==> src/rtl/bus_line_fetcher.sv <==
// Instruction-line fetcher between the core front end and the Sysbus.
// Reads one aligned line per request, buffers it, then hands out
// instructions one at a time until the line is used up, a redirect
// arrives, or an all-zero instruction halts fetch.

`ifndef SYSBUS_READ
`define SYSBUS_READ 1
`endif
`ifndef SYSBUS_MEMORY
`define SYSBUS_MEMORY 1
`endif

module bus_line_fetcher #(
    parameter int BUS_DATA_WIDTH = 64,
    parameter int BUS_TAG_WIDTH  = 13,
    parameter int BEATS          = 8,
    parameter int INSN_WIDTH     = 32
) (
    input  logic                      clk,
    input  logic                      reset,
    input  logic [63:0]               entry,
    input  logic                      redirect_valid,
    input  logic [63:0]               redirect_pc,
    output logic                      bus_reqcyc,
    input  logic                      bus_reqack,
    output logic [BUS_DATA_WIDTH-1:0] bus_req,
    output logic [BUS_TAG_WIDTH-1:0]  bus_reqtag,
    input  logic                      bus_respcyc,
    output logic                      bus_respack,
    input  logic [BUS_DATA_WIDTH-1:0] bus_resp,
    input  logic [BUS_TAG_WIDTH-1:0]  bus_resptag,
    output logic                      insn_valid,
    input  logic                      insn_ready,
    output logic [INSN_WIDTH-1:0]     insn_data,
    output logic [63:0]               insn_pc,
    output logic                      halted
);

    localparam int LINE_BYTES = BEATS * BUS_DATA_WIDTH / 8;
    localparam int INSN_BYTES = INSN_WIDTH / 8;
    localparam int INSNS      = BEATS * BUS_DATA_WIDTH / INSN_WIDTH;
    localparam int OFF_W      = $clog2(LINE_BYTES);
    localparam int IB_W       = $clog2(INSN_BYTES);
    localparam int BEAT_W     = $clog2(BEATS) + 1;
    localparam int IDX_W      = $clog2(INSNS) + 1;
    localparam int TAG_INT    = (`SYSBUS_READ << 12) | (`SYSBUS_MEMORY << 8);
    localparam logic [BUS_TAG_WIDTH-1:0] READ_TAG = BUS_TAG_WIDTH'(TAG_INT);

    typedef enum logic [1:0] {REQ, RESP, DRAIN, HALT} state_t;

    state_t                                state, state_n;
    logic [63:0]                           line_addr, line_addr_n;
    logic [IDX_W-1:0]                      start_idx;
    logic [IDX_W-1:0]                      idx;
    logic [BEAT_W-1:0]                     beat_cnt;
    logic                                  discard;
    logic [BEATS-1:0][BUS_DATA_WIDTH-1:0]  beat_buf;
    logic [INSNS-1:0][INSN_WIDTH-1:0]      insn_view;
    logic [INSN_WIDTH-1:0]                 cur_insn;
    logic                                  accept, beat, last_beat;
    logic                                  fire, last_insn, zero_insn;
    logic                                  unused_ok;

    function automatic logic [63:0] line_of(input logic [63:0] a);
        return {a[63:OFF_W], {OFF_W{1'b0}}};
    endfunction

    function automatic logic [IDX_W-1:0] idx_of(input logic [63:0] a);
        return {1'b0, a[OFF_W-1:IB_W]};
    endfunction

    // The line buffer read back as an array of instructions: beat 0 first,
    // low bits first within a beat.
    assign insn_view = beat_buf;
    assign cur_insn  = insn_view[idx[IDX_W-2:0]];

    assign accept    = (state == REQ) && bus_reqcyc && bus_reqack;
    assign beat      = (state == RESP) && bus_respcyc;
    assign last_beat = beat && (beat_cnt == BEAT_W'(BEATS - 1));
    assign zero_insn = (state == DRAIN) && (cur_insn == '0);
    assign fire      = insn_valid && insn_ready;
    assign last_insn = (idx == IDX_W'(INSNS - 1));

    // A redirect takes effect on the request address in the very next cycle.
    assign line_addr_n = redirect_valid ? line_of(redirect_pc) : line_addr;

    assign unused_ok = ^{bus_resptag, entry[IB_W-1:0], redirect_pc[IB_W-1:0]};

    // State register.
    always_ff @(posedge clk) begin
        if (reset) state <= REQ;
        else       state <= state_n;
    end

    // Next-state logic.
    always_comb begin
        state_n = state;
        unique case (state)
            REQ:   if (accept) state_n = RESP;
            RESP:  if (last_beat) state_n = (discard || redirect_valid) ? REQ : DRAIN;
            DRAIN: begin
                if (redirect_valid)          state_n = REQ;
                else if (zero_insn)          state_n = HALT;
                else if (fire && last_insn)  state_n = REQ;
            end
            HALT:  if (redirect_valid) state_n = REQ;
        endcase
    end

    // Instruction port; masked to zero outside DRAIN so reset shows clean values.
    always_comb begin
        insn_valid = 1'b0;
        insn_data  = '0;
        insn_pc    = '0;
        if (state == DRAIN && !zero_insn) begin
            insn_valid = 1'b1;
            insn_data  = cur_insn;
            insn_pc    = line_addr + (64'(idx) << IB_W);
        end
    end

    // Fetch control: addresses, counters, bus handshakes, halt flag.
    always_ff @(posedge clk) begin
        if (reset) begin
            line_addr   <= line_of(entry);
            start_idx   <= idx_of(entry);
            beat_cnt    <= '0;
            idx         <= '0;
            discard     <= 1'b0;
            halted      <= 1'b0;
            bus_reqcyc  <= 1'b0;
            bus_req     <= '0;
            bus_reqtag  <= '0;
            bus_respack <= 1'b0;
        end else begin
            // Every beat is acked; beats outside RESP are stale and dropped.
            bus_respack <= bus_respcyc;

            if (redirect_valid) begin
                line_addr <= line_of(redirect_pc);
                start_idx <= idx_of(redirect_pc);
            end else if (state == DRAIN && fire && last_insn) begin
                line_addr <= line_addr + 64'(LINE_BYTES);
                start_idx <= '0;
            end

            if (state == REQ && !accept) begin
                bus_reqcyc <= 1'b1;
                bus_req    <= BUS_DATA_WIDTH'(line_addr_n);
                bus_reqtag <= READ_TAG;
            end else begin
                bus_reqcyc <= 1'b0;
            end

            if (accept)    beat_cnt <= '0;
            else if (beat) beat_cnt <= beat_cnt + 1'b1;

            // A line that was redirected away from is still fully absorbed.
            if (last_beat)
                discard <= 1'b0;
            else if (redirect_valid && (accept || state == RESP))
                discard <= 1'b1;

            if (last_beat)
                idx <= start_idx;
            else if (state == DRAIN && fire)
                idx <= idx + 1'b1;

            if (redirect_valid)
                halted <= 1'b0;
            else if (zero_insn)
                halted <= 1'b1;
        end
    end

    // Line buffer capture; contents are only meaningful once a line is complete.
    always_ff @(posedge clk) begin
        if (beat) beat_buf[beat_cnt[BEAT_W-2:0]] <= bus_resp;
    end

endmodule

==> config.mk <==
export PLATFORM = sky130hd
export DESIGN_NAME = bus_line_fetcher
export DESIGN_NICKNAME = d
export VERILOG_FILES = /design/src/rtl/bus_line_fetcher.sv
export SDC_FILE = /design/constraint.sdc
export NUM_CORES = 1
export LEC_CHECK = 0
export ABC_AREA = 1
export BUFFER_PORTS_ARGS = -buffer_cell sky130_fd_sc_hd__buf_4
export CAP_MARGIN = 20
export CORE_ASPECT_RATIO = 1.75
export CORE_MARGIN = 8
export CORE_UTILIZATION = 58
export CTS_CLUSTER_SIZE = 28
export DETAILED_ROUTE_END_ITERATION = 12
export PLACE_DENSITY_LB_ADDON = 0.12
export SLEW_MARGIN = 40
export SYNTH_ARGS = -nofsm -noshare
export SYNTH_HDL_FRONTEND = slang
export SYNTH_SLANG_ARGS = --single-unit
export TNS_END_PERCENT = 100
==> constraint.sdc <==
create_clock -name clk -period 7.55 [get_ports clk]
set_input_delay 0.755 -clock clk [delete_from_list [all_inputs] [get_ports clk]]
set_output_delay 0.755 -clock clk [all_outputs]
set_load 0.03 [all_outputs]
==> results_dict.tcl <==
set metrics [dict create \
    post-route-drc-count 0 \
    cts_max_level 2 \
    stdcell_area_um2 35130 \
    dpl_worst_slack_ns 2.378 \
    layout-drive-gt1-share 0.1405 \
    clock-sinks 648 \
    clock_path_buffers 3 \
    grt_start_max_net_pins 160 \
    post-synth-top-area-fraction 0.5675 \
    postSynthCellCount 3235 \
    antenna_violations_before_repair 3 \
    detailed_place_hpwl_um 62410 \
    cts_inserted_buffers 56 \
    crit_path_end_kind "primary output" \
    synth-seq-cells 648 \
    worst_ir_drop_vdd_mv 0.2673 \
    portBuffers 351 \
    clock-skew-final_ns 0.01895 \
    starting_density 0.5832 \
    fp-row-count 111 \
    layout-area-overhead-vs-synth_pct 15.65 \
    max_slew_margin 0.3907 \
    gr-total-overflow 0 \
    reg2reg_setup_slack_ns 2.78 \
    clock_latency_ns 0.63 \
    area_of_combinational_cells_with_multiple_inputs_um2 9726 \
    synth_most_common_cell "nand2_1" \
    via_count_of_the_first_global_routing_pass 23639 \
    worstPathMaxFanout 121 \
    worst-setup-path-type "register to primary output" \
    detailedRoute.firstPassIterationCount 6 \
    final_critical_path_setup_slack_ns 1.915 \
    die_footprint_um2 60230 \
    total_area_of_sequential_cells_um2 18730 \
    total_leakage_power_nw 14.16 \
    placement.cell_area_um2 33160 \
    synth.lib_cells_used.distinct 47 \
    die_height_um 318.7 \
    worstSetupStartpoint "idx[0]$_SDFFE_PP0P_" \
    fillerInstances 4020 \
    cp-start-kind "register" \
    synth-edff-count 574 \
    detail-route-antenna-nets 0 \
    worst-endpoint-arrival_ns 4.88 \
    globalplace.congestion 0.9859 \
    wire_length_of_the_first_global_routing_pass_um 139000 \
    core_area_um2 52080 \
    dr.first_iter.drc_count 2390 \
    dominantRegCellSynth "edfxtp_1" \
    vias_per_cell 5.775 \
    hold_ws_ns 0.3684 \
    finalCritPeriodShare 0.7463 \
    wl_per_cell_um 22.23 \
    cap_viol_max_count 0 \
    dieWidth_um 189.0 \
    powerDensity_nw_per_um2 293.6 \
    p_total_w 0.01031 \
    routed_wirelength_um 93950 \
    hold_start "bus_resp[0]" \
    synth_area_leader_cell "edfxtp_1" \
    crit_required_ns 6.80 \
    clock-root-buffer "clkbuf_16" \
    post_cts_sizing 0 \
    cts.repair_timing.setup_buffer_count 0 \
    finalSetupViolCount 0 \
    max_freq_mhz 177.5 \
    total_i_o_pin_count 388 \
    crit-reg2reg-launch "idx[0]$_SDFFE_PP0P_" \
    synth.cells.most_frequent "nand2_1 (726), nor2_1 (662), edfxtp_1 (574), o21ai_0 (282), inv_1 (238)" \
    layout.nets 3716 \
    tritoncts "yes" \
    max_slew.worst_pin.slew_ns 0.9140 \
    ys_async_sr_fraction 0 \
    grt_setup_unrepaired "false" \
    final_period_minus_worst_setup_slack_ns 5.635 \
    vias 24404 \
    hold_class "input pin to register" \
    totalNegativeSetupSlack_ns 0 \
    clk_pin_slew_worst_paths_ns 0.07 \
    timing.final.hold_violations 0 \
    report.final.slew_viol_count 0 \
    syn_avg_cell_area_um2 9.389 \
    post_synth_instance_area_um2 30370 \
    track_usage 0.3004 \
    netlist_top_cells_area "edfxtp_1 (57%), nand2_1 (9.0%), nor2_1 (8.2%), dfxtp_1 (4.9%), o21ai_0 (4.6%)" \
    yosysSeqAreaShare 0.6163 \
    yosysWarnings 0 \
    run_status "complete, no violations" \
    hold_buffers 0 \
]
## cell families after synthesis
kind of cell | Yosys count | share of synthesized area
fa+ha+maj | 6 | 0.002472
xor+xnor | 48 | 0.01384
simple gates | 1620 | 0.2124
compound gates | 471 | 0.08630
other cells | 1 | 0.0001235
flops | 648 | 0.6163
buf+inv | 441 | 0.06863
## sequential cells by signal (all words and copies together) (netlist names)
register     count
beat_buf       512
bus_req         58
line_addr       58
idx              5
beat_cnt         4
start_idx        4
state            2
bus_reqcyc       1
bus_reqtag       1
bus_respack      1
discard          1
halted           1
## worst max-delay path: stages (launching register included)
cell	delay (ns)
dfxtp_4	0.50
inv_8	0.50
buf_4	0.48
nand2_1	0.10
nand3_1	0.09
nand3_1	0.10
nand2_1	0.10
nor2_1	0.05
nor2_1	0.31
nand2_1	0.09
nor2_1	0.12
nand2_1	0.10
nor2_1	0.25
nand2_2	0.21
nand2_8	0.56
inv_2	0.15
o21ai_1	0.13
nor2_1	0.09
buf_4	0.17
## layer usage
metal / track usage / share of wire / vias to the layer above
li1: - / - / 11351
met1: 0.3509 / 0.36 / 11579
met2: 0.5196 / 0.50 / 1244
met3: 0.05151 / 0.085 / 230
met4: 0.1627 / 0.053 / 0
met5: 0 / 0 / -
## where the power goes
part / internal, W / switching [W] / total (W)
Sequential: 0.00420 / 0.000222 / 0.00443
Combinational: 0.000870 / 0.00203 / 0.00290
Clock: 0.00168 / 0.00130 / 0.00299
## cell type report
cell class	instances	share of cell area
Sequential cell	648	0.5331
Multi-Input combinational cell	2164	0.2769
Timing Repair Buffer	383	0.08527
Clock buffer	73	0.04381
Inverter	246	0.02661
Tap cell	678	0.02415
Clock inverter	31	0.009973
Antenna cell	3	0.0002137
## cells in the final DEF, fill, tap and decap left out, types with 4 or more instances in the layout
| cell type | count |
|---|---|
| a21oi_1 | 61 |
| a311oi_1 | 8 |
| a31oi_1 | 54 |
| a41oi_1 | 6 |
| buf_12 | 4 |
| buf_4 | 370 |
| buf_6 | 6 |
| bufinv_16 | 7 |
| clkbuf_1 | 13 |
| clkbuf_16 | 59 |
| clkinv_1 | 12 |
| clkinv_2 | 11 |
| conb_1 | 19 |
| dfxtp_1 | 71 |
| edfxtp_1 | 574 |
| ha_1 | 6 |
| inv_1 | 237 |
| inv_2 | 5 |
| nand2_1 | 725 |
| nand3_1 | 130 |
| nand4_1 | 20 |
| nor2_1 | 654 |
| nor2_4 | 8 |
| nor3_1 | 48 |
| nor4_1 | 15 |
| o2111ai_1 | 18 |
| o211ai_1 | 8 |
| o21ai_0 | 282 |
| o21ai_1 | 11 |
| o22ai_1 | 8 |
| or2_2 | 5 |
| xor2_1 | 46 |
## through the flow
step,std cells,util
after floorplan,3253,-
final,4226,0.6745
after detailed placement,4116,0.6367
after CTS,4220,0.6730
after global routing,4226,0.6745
after global placement,4115,0.6355
## worst paths after layout
check                             endpoint  cells past startpoint
hold / removal     beat_buf[384]$_DFFE_PP_                      1
hold reg to reg   beat_cnt[3]$_SDFFE_PP0P_                      2
setup reg to reg   line_addr[56]$_DFFE_PP_                     19
setup / recovery                insn_pc[9]                     18
Power figures use the tool's default switching activity.
